$ cat src/rtl/alu_seq_pkg.sv
// Shared types for the sequential signed ALU: op codes, FSM states, counter sizing.
package alu_seq_pkg;

  typedef enum logic [1:0] {
    OP_ADD = 2'b00,
    OP_SUB = 2'b01,
    OP_MUL = 2'b10,
    OP_DIV = 2'b11
  } op_e;

  typedef enum logic [1:0] {
    S_IDLE = 2'b00,
    S_CALC = 2'b01,
    S_FIN  = 2'b10
  } state_e;

  function automatic int cnt_width(input int width);
    return $clog2(width + 1);
  endfunction

endpackage

$ cat src/rtl/alu_seq_iter.sv
// Unsigned iterative core: shift-add multiply and (with ALU_SEQ_DIV_EN) restoring divide.
// res_hi/res_lo show the value after the current step, so the caller can capture the final step directly.
module alu_seq_iter
  import alu_seq_pkg::*;
#(
  parameter int WIDTH = 4
) (
  input  logic             clk,
  input  logic             rst,
  input  logic             load,
  input  logic             step,
`ifdef ALU_SEQ_DIV_EN
  input  logic             is_div,
`endif
  input  logic [WIDTH-1:0] a_mag,
  input  logic [WIDTH-1:0] b_mag,
  output logic [WIDTH-1:0] res_hi,
  output logic [WIDTH-1:0] res_lo,
  output logic             last
);

  localparam int CW = cnt_width(WIDTH);

  logic [WIDTH-1:0] hi_q, hi_d, lo_q, lo_d, opnd_q, opnd_d;
  logic [CW-1:0]    cnt_q, cnt_d;
  logic [WIDTH:0]   sum;
`ifdef ALU_SEQ_DIV_EN
  logic             div_q, div_d;
  logic [WIDTH:0]   shifted;
`endif

  always_comb begin
    hi_d   = hi_q;
    lo_d   = lo_q;
    opnd_d = opnd_q;
    cnt_d  = cnt_q;
    sum    = '0;
`ifdef ALU_SEQ_DIV_EN
    div_d   = div_q;
    shifted = '0;
`endif
    if (load) begin
      hi_d   = '0;
      lo_d   = a_mag;
      opnd_d = b_mag;
      cnt_d  = '0;
`ifdef ALU_SEQ_DIV_EN
      div_d  = is_div;
`endif
    end else if (step) begin
      cnt_d = cnt_q + CW'(1);
      // Multiplier bits retire from lo while the product grows into hi from the top.
      sum  = {1'b0, hi_q} + (lo_q[0] ? {1'b0, opnd_q} : '0);
      hi_d = sum[WIDTH:1];
      lo_d = {sum[0], lo_q[WIDTH-1:1]};
`ifdef ALU_SEQ_DIV_EN
      if (div_q) begin
        shifted = {hi_q, lo_q[WIDTH-1]};
        if (shifted >= {1'b0, opnd_q}) begin
          shifted = shifted - {1'b0, opnd_q};
          lo_d    = {lo_q[WIDTH-2:0], 1'b1};
        end else begin
          lo_d    = {lo_q[WIDTH-2:0], 1'b0};
        end
        hi_d = shifted[WIDTH-1:0];
      end
`endif
    end
  end

  always_ff @(posedge clk) begin
    if (rst) begin
      hi_q   <= '0;
      lo_q   <= '0;
      opnd_q <= '0;
      cnt_q  <= '0;
`ifdef ALU_SEQ_DIV_EN
      div_q  <= 1'b0;
`endif
    end else begin
      hi_q   <= hi_d;
      lo_q   <= lo_d;
      opnd_q <= opnd_d;
      cnt_q  <= cnt_d;
`ifdef ALU_SEQ_DIV_EN
      div_q  <= div_d;
`endif
    end
  end

  assign res_hi = hi_d;
  assign res_lo = lo_d;
  assign last   = (cnt_q == CW'(WIDTH - 1));

endmodule

$ cat src/rtl/alu_seq.sv
// Multi-cycle signed ALU with start/done handshake; add/sub in 1 cycle, mul/div in WIDTH+1.
// ALU_SEQ_DIV_EN builds the divider; without it Ctrl=11 finishes at once with Zero=1, Overflow=1.
module alu_seq
  import alu_seq_pkg::*;
#(
  parameter int WIDTH = 4
) (
  input  logic             clk,
  input  logic             rst,
  input  logic             Start,
  input  logic [1:0]       Ctrl,
  input  logic [WIDTH-1:0] A,
  input  logic [WIDTH-1:0] B,
  output logic             Busy,
  output logic             Done,
  output logic [WIDTH-1:0] ResH,
  output logic [WIDTH-1:0] ResL,
  output logic             Zero,
  output logic             Overflow,
  output logic             Cout
);

  localparam logic [WIDTH-1:0] MOST_NEG = {1'b1, {(WIDTH-1){1'b0}}};

  state_e           state_q, state_d;
  op_e              op_q, op_d;
  logic [WIDTH-1:0] a_q, a_d, b_q, b_d, res_h_q, res_h_d, res_l_q, res_l_d;
  logic             busy_q, busy_d, done_q, done_d;
  logic             zero_q, zero_d, ovf_q, ovf_d, cout_q, cout_d;

  logic             accept, iter_op, sub, neg;
  logic [WIDTH-1:0] a_mag, b_mag, it_hi, it_lo;
  logic             it_load, it_step, it_last;
  logic [WIDTH:0]   a_ext, b_ext, sum_ext;
  logic [2*WIDTH-1:0] prod;
`ifdef ALU_SEQ_DIV_EN
  logic [WIDTH-1:0] quo, rem;
`endif

  always_comb begin
    sub     = (Ctrl == OP_SUB);
    a_mag   = A[WIDTH-1] ? -A : A;
    b_mag   = B[WIDTH-1] ? -B : B;
    a_ext   = {A[WIDTH-1], A};
    b_ext   = sub ? ~{B[WIDTH-1], B} : {B[WIDTH-1], B};
    sum_ext = a_ext + b_ext + {{WIDTH{1'b0}}, sub};
    iter_op = (Ctrl == OP_MUL);
`ifdef ALU_SEQ_DIV_EN
    iter_op = iter_op || (Ctrl == OP_DIV);
`endif
    neg  = a_q[WIDTH-1] ^ b_q[WIDTH-1];
    prod = neg ? -{it_hi, it_lo} : {it_hi, it_lo};
`ifdef ALU_SEQ_DIV_EN
    quo = neg ? -it_lo : it_lo;
    rem = a_q[WIDTH-1] ? -it_hi : it_hi;
`endif
  end

  always_comb begin
    state_d = state_q;
    op_d    = op_q;
    a_d     = a_q;
    b_d     = b_q;
    res_h_d = res_h_q;
    res_l_d = res_l_q;
    zero_d  = zero_q;
    ovf_d   = ovf_q;
    cout_d  = cout_q;
    it_load = 1'b0;
    it_step = 1'b0;
    accept  = Start && !busy_q;
    case (state_q)
      S_CALC: begin
        it_step = 1'b1;
        if (it_last) begin
          state_d = S_FIN;
          cout_d  = 1'b0;
          if (op_q == OP_MUL) begin
            res_h_d = prod[2*WIDTH-1:WIDTH];
            res_l_d = prod[WIDTH-1:0];
            zero_d  = (prod == '0);
            ovf_d   = (prod[2*WIDTH-1:WIDTH] != {WIDTH{prod[WIDTH-1]}});
`ifdef ALU_SEQ_DIV_EN
          end else if (b_q == '0) begin
            res_h_d = a_q;
            res_l_d = '1;
            zero_d  = 1'b0;
            ovf_d   = 1'b1;
          end else if (a_q == MOST_NEG && b_q == '1) begin
            res_h_d = '0;
            res_l_d = MOST_NEG;
            zero_d  = 1'b0;
            ovf_d   = 1'b1;
          end else begin
            res_h_d = rem;
            res_l_d = quo;
            zero_d  = (quo == '0);
            ovf_d   = 1'b0;
`else
          end else begin
            res_h_d = '0;
            res_l_d = '0;
            zero_d  = 1'b1;
            ovf_d   = 1'b1;
`endif
          end
        end
      end
      default: begin
        state_d = S_IDLE;
        if (accept) begin
          a_d  = A;
          b_d  = B;
          op_d = op_e'(Ctrl);
          if (iter_op) begin
            state_d = S_CALC;
            it_load = 1'b1;
          end else begin
            state_d = S_FIN;
            if (Ctrl == OP_DIV) begin
              res_h_d = '0;
              res_l_d = '0;
              zero_d  = 1'b1;
              ovf_d   = 1'b1;
              cout_d  = 1'b0;
            end else begin
              res_h_d = {{(WIDTH-1){sum_ext[WIDTH]}}, sum_ext[WIDTH]};
              res_l_d = sum_ext[WIDTH-1:0];
              zero_d  = (sum_ext == '0);
              ovf_d   = sum_ext[WIDTH] ^ sum_ext[WIDTH-1];
              // Carry into the sign-extension bit is the unsigned carry out of bit WIDTH-1.
              cout_d  = sum_ext[WIDTH] ^ a_ext[WIDTH] ^ b_ext[WIDTH];
            end
          end
        end
      end
    endcase
    busy_d = (state_d == S_CALC);
    done_d = (state_d == S_FIN);
  end

  always_ff @(posedge clk) begin
    if (rst) begin
      state_q <= S_IDLE;
      op_q    <= OP_ADD;
      a_q     <= '0;
      b_q     <= '0;
      res_h_q <= '0;
      res_l_q <= '0;
      busy_q  <= 1'b0;
      done_q  <= 1'b0;
      zero_q  <= 1'b0;
      ovf_q   <= 1'b0;
      cout_q  <= 1'b0;
    end else begin
      state_q <= state_d;
      op_q    <= op_d;
      a_q     <= a_d;
      b_q     <= b_d;
      res_h_q <= res_h_d;
      res_l_q <= res_l_d;
      busy_q  <= busy_d;
      done_q  <= done_d;
      zero_q  <= zero_d;
      ovf_q   <= ovf_d;
      cout_q  <= cout_d;
    end
  end

  alu_seq_iter #(.WIDTH(WIDTH)) u_iter (
    .clk    (clk),
    .rst    (rst),
    .load   (it_load),
    .step   (it_step),
`ifdef ALU_SEQ_DIV_EN
    .is_div (Ctrl == OP_DIV),
`endif
    .a_mag  (a_mag),
    .b_mag  (b_mag),
    .res_hi (it_hi),
    .res_lo (it_lo),
    .last   (it_last)
  );

  assign Busy     = busy_q;
  assign Done     = done_q;
  assign ResH     = res_h_q;
  assign ResL     = res_l_q;
  assign Zero     = zero_q;
  assign Overflow = ovf_q;
  assign Cout     = cout_q;

endmodule

$ cat config.mk
export PLATFORM = sky130hd
export DESIGN_NAME = alu_seq
export DESIGN_NICKNAME = d
export VERILOG_FILES = /design/src/rtl/alu_seq_pkg.sv /design/src/rtl/alu_seq_iter.sv /design/src/rtl/alu_seq.sv
export SDC_FILE = /design/constraint.sdc
export NUM_CORES = 1
export LEC_CHECK = 0
export ABC_AREA = 1
export BUFFER_PORTS_ARGS = -buffer_cell sky130_fd_sc_hd__buf_2
export CAP_MARGIN = 0
export CORE_ASPECT_RATIO = 1.25
export CORE_MARGIN = 2
export CORE_UTILIZATION = 50
export CTS_CLUSTER_DIAMETER = 40
export DETAILED_ROUTE_END_ITERATION = 16
export PLACE_DENSITY = 0.7
export SLEW_MARGIN = 20
export SYNTH_ARGS = -nofsm -noshare
export SYNTH_HDL_FRONTEND = slang
export SYNTH_SLANG_ARGS = --single-unit
$ cat constraint.sdc
create_clock -name clk -period 2.9 [get_ports clk]
set_input_delay 0.145 -clock clk [delete_from_list [all_inputs] [get_ports clk]]
set_output_delay 0.145 -clock clk [all_outputs]
set_load 0.02 [all_outputs]
; Word-level counts from Yosys, hierarchy flattened
; Index checks and enable logic that the tools add are counted.
[classes]
n_addsub = 7
n_mux = 46
bitwise = 6
n_reduce_logical = 8
n_eq_ne = 11
[op_table]
columns = operator, count
row1 = 2-to-1 mux 4 bit, 19
row2 = 2-to-1 mux 1 bit, 21
row3 = "== test 2 bit, second input constant", 4
row4 = zero test 8 bit, 1
row5 = 2-to-1 mux 2 bit, 4
row6 = 2-to-1 mux 8 bit, 1
row7 = negation 4 bit, 2
row8 = negation 8 bit, 1
row9 = "== test 2 x 1 -> 1 bit, second input constant", 3
row10 = adder 4 x 5 -> 5 bit, 1
row11 = adder 5 x 1 -> 5 bit, 1
row12 = adder 5 bit, 1
row13 = zero test 5 bit, 1
row14 = 2-to-1 mux 5 bit, 1
row15 = NOT 5 bit, 1
row16 = != test 4 bit, 1
row17 = XOR 1 bit, 4
row18 = "adder 3 x 1 -> 3 bit, second input constant", 1
row19 = "== test 3 x 2 -> 1 bit, second input constant", 1
row20 = AND reduction 3 bit, 1
row21 = "!= test 2 x 1 -> 1 bit, second input constant", 1
row22 = "!= test 2 bit, second input constant", 1
row23 = AND reduction 2 bit, 1
row24 = nonzero test 2 bit, 1
row25 = 4 further kinds, 4
[totals]
output_inout_bits = 13
input_bits = 13
reg_bits = 40
elab_cells = 93

; Longest topological paths before layout
[logic_depth]
word_depth = 11
depth_mapped = 21
mapped_depth_nobuf = 21

; Cells and area by module
; From an unflattened synthesis, not the netlist that was laid out.
[unflattened]
hier_cells = 329
hier_area_um2 = 2354.8
[by_module_without_submodules]
columns = module, cells_each, instances, seq_area_each_um2, area_each_um2
row1 = alu_seq, 213, 1, 380.4, 1457.6
row2 = alu_seq_iter, 116, 1, 300.3, 897.1

; Worst setup path after synthesis
; OpenSTA, ideal clock, no wires.
[synth_timing]
kind = reg2reg
start = reg u_iter.lo_q[0]
end = reg ovf_q, in the netlist Overflow
t_arrival_ps = 2055
required_ps = 2788
synth_period_minus_slack_ps = 2167
setup_ps = 112
path_stages_with_launch = 18
slack_ps = 733
path_buffers = 0
cell_sequence = dfxtp_1 > nand2_1 > inv_1 > ha_1 > fa_1 > nand3_1 > nand2_1 > nand2_1 > nand3_1 > nor2_1 > nand2_1 > nand3_1 > nand2_1 > nand3_1 > o21bai_1 > nand3_1 > nand2_1 > nand2_1
[synth_between]
elab_chain_len = 10
elab_cells_between_ends = 12
cone_classes = add/sub (2) / eq/ne (1) / mux (9)
[synth_rtl]
columns = element, line
row1 = from (decl), alu_seq_iter.sv:24  ; logic [WIDTH-1:0] hi_q, hi_d, lo_q, lo_d, opnd_q, opnd_d;
row2 = from (signal assigned), alu_seq_iter.sv:82  ; lo_q <= lo_d;
row3 = 2-to-1 mux 4 bit, alu_seq_iter.sv:53  ; sum = {1'b0, hi_q} + (lo_q[0] ? {1'b0, opnd_q} : '0);
row4 = adder 4 x 5 -> 5 bit, alu_seq_iter.sv:53
row5 = 2-to-1 mux 4 bit, alu_seq_iter.sv:50  ; end else if (step) begin
row6 = 2-to-1 mux 4 bit, alu_seq_iter.sv:42  ; if (load) begin
row7 = negation 8 bit, alu_seq.sv:52  ; prod = neg ? -{it_hi, it_lo} : {it_hi, it_lo};
row8 = 2-to-1 mux 8 bit *, alu_seq.sv:52
row9 = != test 4 bit *, alu_seq.sv:82  ; ovf_d = (prod[2*WIDTH-1:WIDTH] != {WIDTH{prod[WIDTH-1]}});
row10 = 2-to-1 mux 1 bit *, alu_seq.sv:78  ; if (op_q == OP_MUL) begin
row11 = 2-to-1 mux 1 bit *, alu_seq.sv:75  ; if (it_last) begin
row12 = 2-to-1 mux 1 bit *, alu_seq.sv:72  ; case (state_q)
row13 = to (signal assigned), alu_seq.sv:165  ; ovf_q <= ovf_d;
row14 = to (decl), alu_seq.sv:29  ; logic zero_q, zero_d, ovf_q, ovf_d, cout_q, cout_d;
; Mark *: on every way between the ends. The rest lies on a longest branch, timed or not. The select of a mux whose other input is x is not followed.
; A chain may end at the register's enable or synchronous reset.

; Worst setup path after layout
; Same ends and word-level chain as after synthesis.

==> impl_metrics.tcl <==
set metrics [dict create \
    critPathMaxFanout 5 \
    hold_depth 3 \
    die_area_um2 5380 \
    syn_area_per_cell_um2 6.79 \
    grt_overflow 0 \
    critical_path_arrival_ns 2.72 \
    yosys.area.top_type "dfxtp_1" \
    fillers 485 \
    crit_path_start_kind "flop" \
    critPathSlowestCell "fa_1" \
    numPlacedInstances 433 \
    p_leak_uw 0.00143 \
    tns_ns 0 \
    power_uw 1250 \
    vias_per_cell 5.06 \
    cpPeakStageDelay_ns 0.49 \
    grt_max_degree 19 \
    reg2reg_slack_ns 0.36 \
    hold_slack_ns 0.157 \
    vdd_drop_max_mv 0.330 \
    ant_nets 0 \
    ctsRootBufferMaster "clkbuf_8" \
    yosysWarningCount 0 \
    htree_levels 2 \
    antenna_cells 0 \
    groute.usage.overall_pct 22.5 \
    r2r.worst_path.cells 17 \
    clock_latency_ns 0.29 \
    place.detailed.hpwl_mm 4.23 \
    fin_crit_sh_pct 87.5 \
    clock-sinks 34 \
    start_util_pct 51.2 \
    worst_slew_pin_slew_ns 0.534 \
    ys_ff_latch 34 \
    antenna_found_initial 0 \
    period_needed_ns 2.54 \
    cellPowerDensity_nw_per_um2 472 \
    cts_resized 0 \
    area_growth_pct 10.4 \
    routedWlPerCell_um 12.3 \
    nNetsFinal 407 \
    synth_fp_nets 381 \
    cts-buffers-inserted 5 \
    critPathTopFamily "simple AND/OR/NAND/NOR gates" \
    first_pass_iters 4 \
    hold_path.class "input pin to flop" \
    syn_area_um2 2400 \
    drtIter0Drc 84 \
    synthCells 354 \
    worstPathCellList "nand2_1, inv_1, ha_1, fa_1, nand3_1, nand2_1, nand2_1, nand3_1, nor2_1, nand2_1, nand3_1, nand2_1, nand3_1, o21bai_1, nand3_1, nand2_1, nand2_1" \
    die_y_um 81.5 \
    drc 0 \
    slew_headroom_pct 64.4 \
    cts_tree "done" \
    postCtsSetupBuffers 0 \
    dr_total_vias 2232 \
    skew_ns 0.00181 \
    cts.path.max_buffers 2 \
    cp.buffers_inverters 1 \
    required_ns 3.08 \
    grt_pass1_vias 2094 \
    synth_top_cell_area_share_pct 28.3 \
    yosysSeqAreaShare_pct 28.3 \
    fmax_mhz 394 \
    status "finished, final reports clean" \
    cpMostUsedCell "nand2_1" \
    grt_pass1_wl_mm 9.42 \
    io_pins 26 \
    wl_mm 5.42 \
    rsz0062_at_grt "false" \
    slew_violations 0 \
    core_um2 4690 \
    end_kind "flop" \
    synth_area_leaders "dfxtp_1, nand2_1, inv_1" \
    ctsHoldBuffers 0 \
    numPortBuffers 25 \
    gp_congestion 0.874 \
    drive_gt1_share_pct 15.5 \
    maxCapViolations 0 \
    crit_cells 17 \
    clkSlewWorstSetupHoldPaths_ns 0.07 \
    fin_cells 441 \
    row_count 28 \
    die_w_um 66.0 \
    hold_violations 0 \
    synthDistinctLibCells 39 \
    setup_viol 0 \
    critPathKind "flop to flop" \
]
[power breakdown]
part	leakage [µW]	switching, µW	total [µW]	internal [µW]
Combinational	0.00110	247	375	129
Sequential	0.000278	17.5	516	499
Clock	0.0000482	172	363	191
[final timing paths]
kind                                startpoint                to
worst max-delay path            u_iter.lo_q[0]          Overflow
worst min-delay path                      B[3]  u_iter.opnd_q[1]
worst max register to register  u_iter.lo_q[0]          Overflow
worst min register to register          a_q[3]            a_q[3]
[flip-flops by register name, summed over array words and instances (netlist names), 2 cells and up]
signal / flops
u_iter.lo_q: 4
ResL: 4
state_q: 2
u_iter.opnd_q: 4
op_q: 2
u_iter.hi_q: 4
u_iter.cnt_q: 3
ResH: 4
[kinds of logic after synthesis]
family | synth area share (%)
adder cells (fa/ha/maj) | 7.91
flip-flops | 28.3
AO/OA/AOI/OAI | 11.6
buffers and inverters | 11.2
XOR/XNOR | 4.37
AND/OR/NAND/NOR | 36.6
[synthesized netlist by cell type, drive strengths merged]
library cell and instances:
o21ai 17, xnor2 2, a22oi 1, a31oi 1
a32o 1, clkbuf 3, clkinv 1, nand3b 1
nand3 35, o211ai 2, nor3 3, ha 12
nor4 1, buf 3, xor2 10, or2 1
a211oi 1, fa 2, o31ai 1, o21a 1
a21boi 1, inv 60, o21bai 2, nor2 40
dfxtp 34, nand2 96, a21oi 21, nand4 1
[routing by layer]
| metal | up-vias | GRT usage [%] | wire length, µm |
|---|---|---|---|
| li1 | 1168 | - | - |
| met1 | 1009 | 27.4 | 2490 |
| met2 | 43 | 39.4 | 2620 |
| met3 | 12 | 3.56 | 165 |
| met4 | 0 | 9.39 | 136 |
| met5 | - | 0 | 0 |
[through the flow]
stage	area [µm²]	utilization (%)	worst slack, ns
2_1_floorplan	2400	-	0.733
3_3_place_gp	2560	54.6	0.450
3_5_place_dp	2560	54.6	0.402
4_1_cts	2660	56.6	0.363
5_1_grt	2660	56.6	0.113
6_report	2660	56.6	0.361
[final cells by class]
type / instances / area, µm² / share of cell area [%]
Clock buffer: 7 / 86.3 / 3.25
Inverter: 61 / 229 / 8.62
Timing Repair Buffer: 25 / 125 / 4.71
Tap cell: 60 / 75.1 / 2.83
Sequential cell: 34 / 681 / 25.6
Clock inverter: 1 / 5.00 / 0.189
Multi-Input combinational cell: 253 / 1450 / 54.8
[worst reg2reg max path, cell delays in order (launching register included)]
cell and delay, ns:
dfxtp_1 0.35, nand2_1 0.08, inv_1 0.04, ha_1 0.20, fa_1 0.49, nand3_1 0.08, nand2_1 0.09, nand2_1 0.14
nand3_1 0.20, nor2_1 0.06, nand2_1 0.06, nand3_1 0.08, nand2_1 0.11, nand3_1 0.12, o21bai_1 0.15, nand3_1 0.08
nand2_1 0.07, nand2_1 0.05
[cell usage in the layout (no fill, tap or decap), types with 3 or more instances in the layout]
master / count
nand2_1: 86
inv_1: 56
dfxtp_1: 34
nor2_1: 33
nand3_1: 31
buf_2: 25
a21oi_1: 21
o21ai_0: 17
ha_1: 12
xor2_1: 10
clkbuf_8: 6
nand2_2: 4
inv_2: 4
nand2_4: 4
nor2_4: 3
nor2_2: 3
nor3_1: 3
No activity file was read; power rests on OpenSTA's default activity.
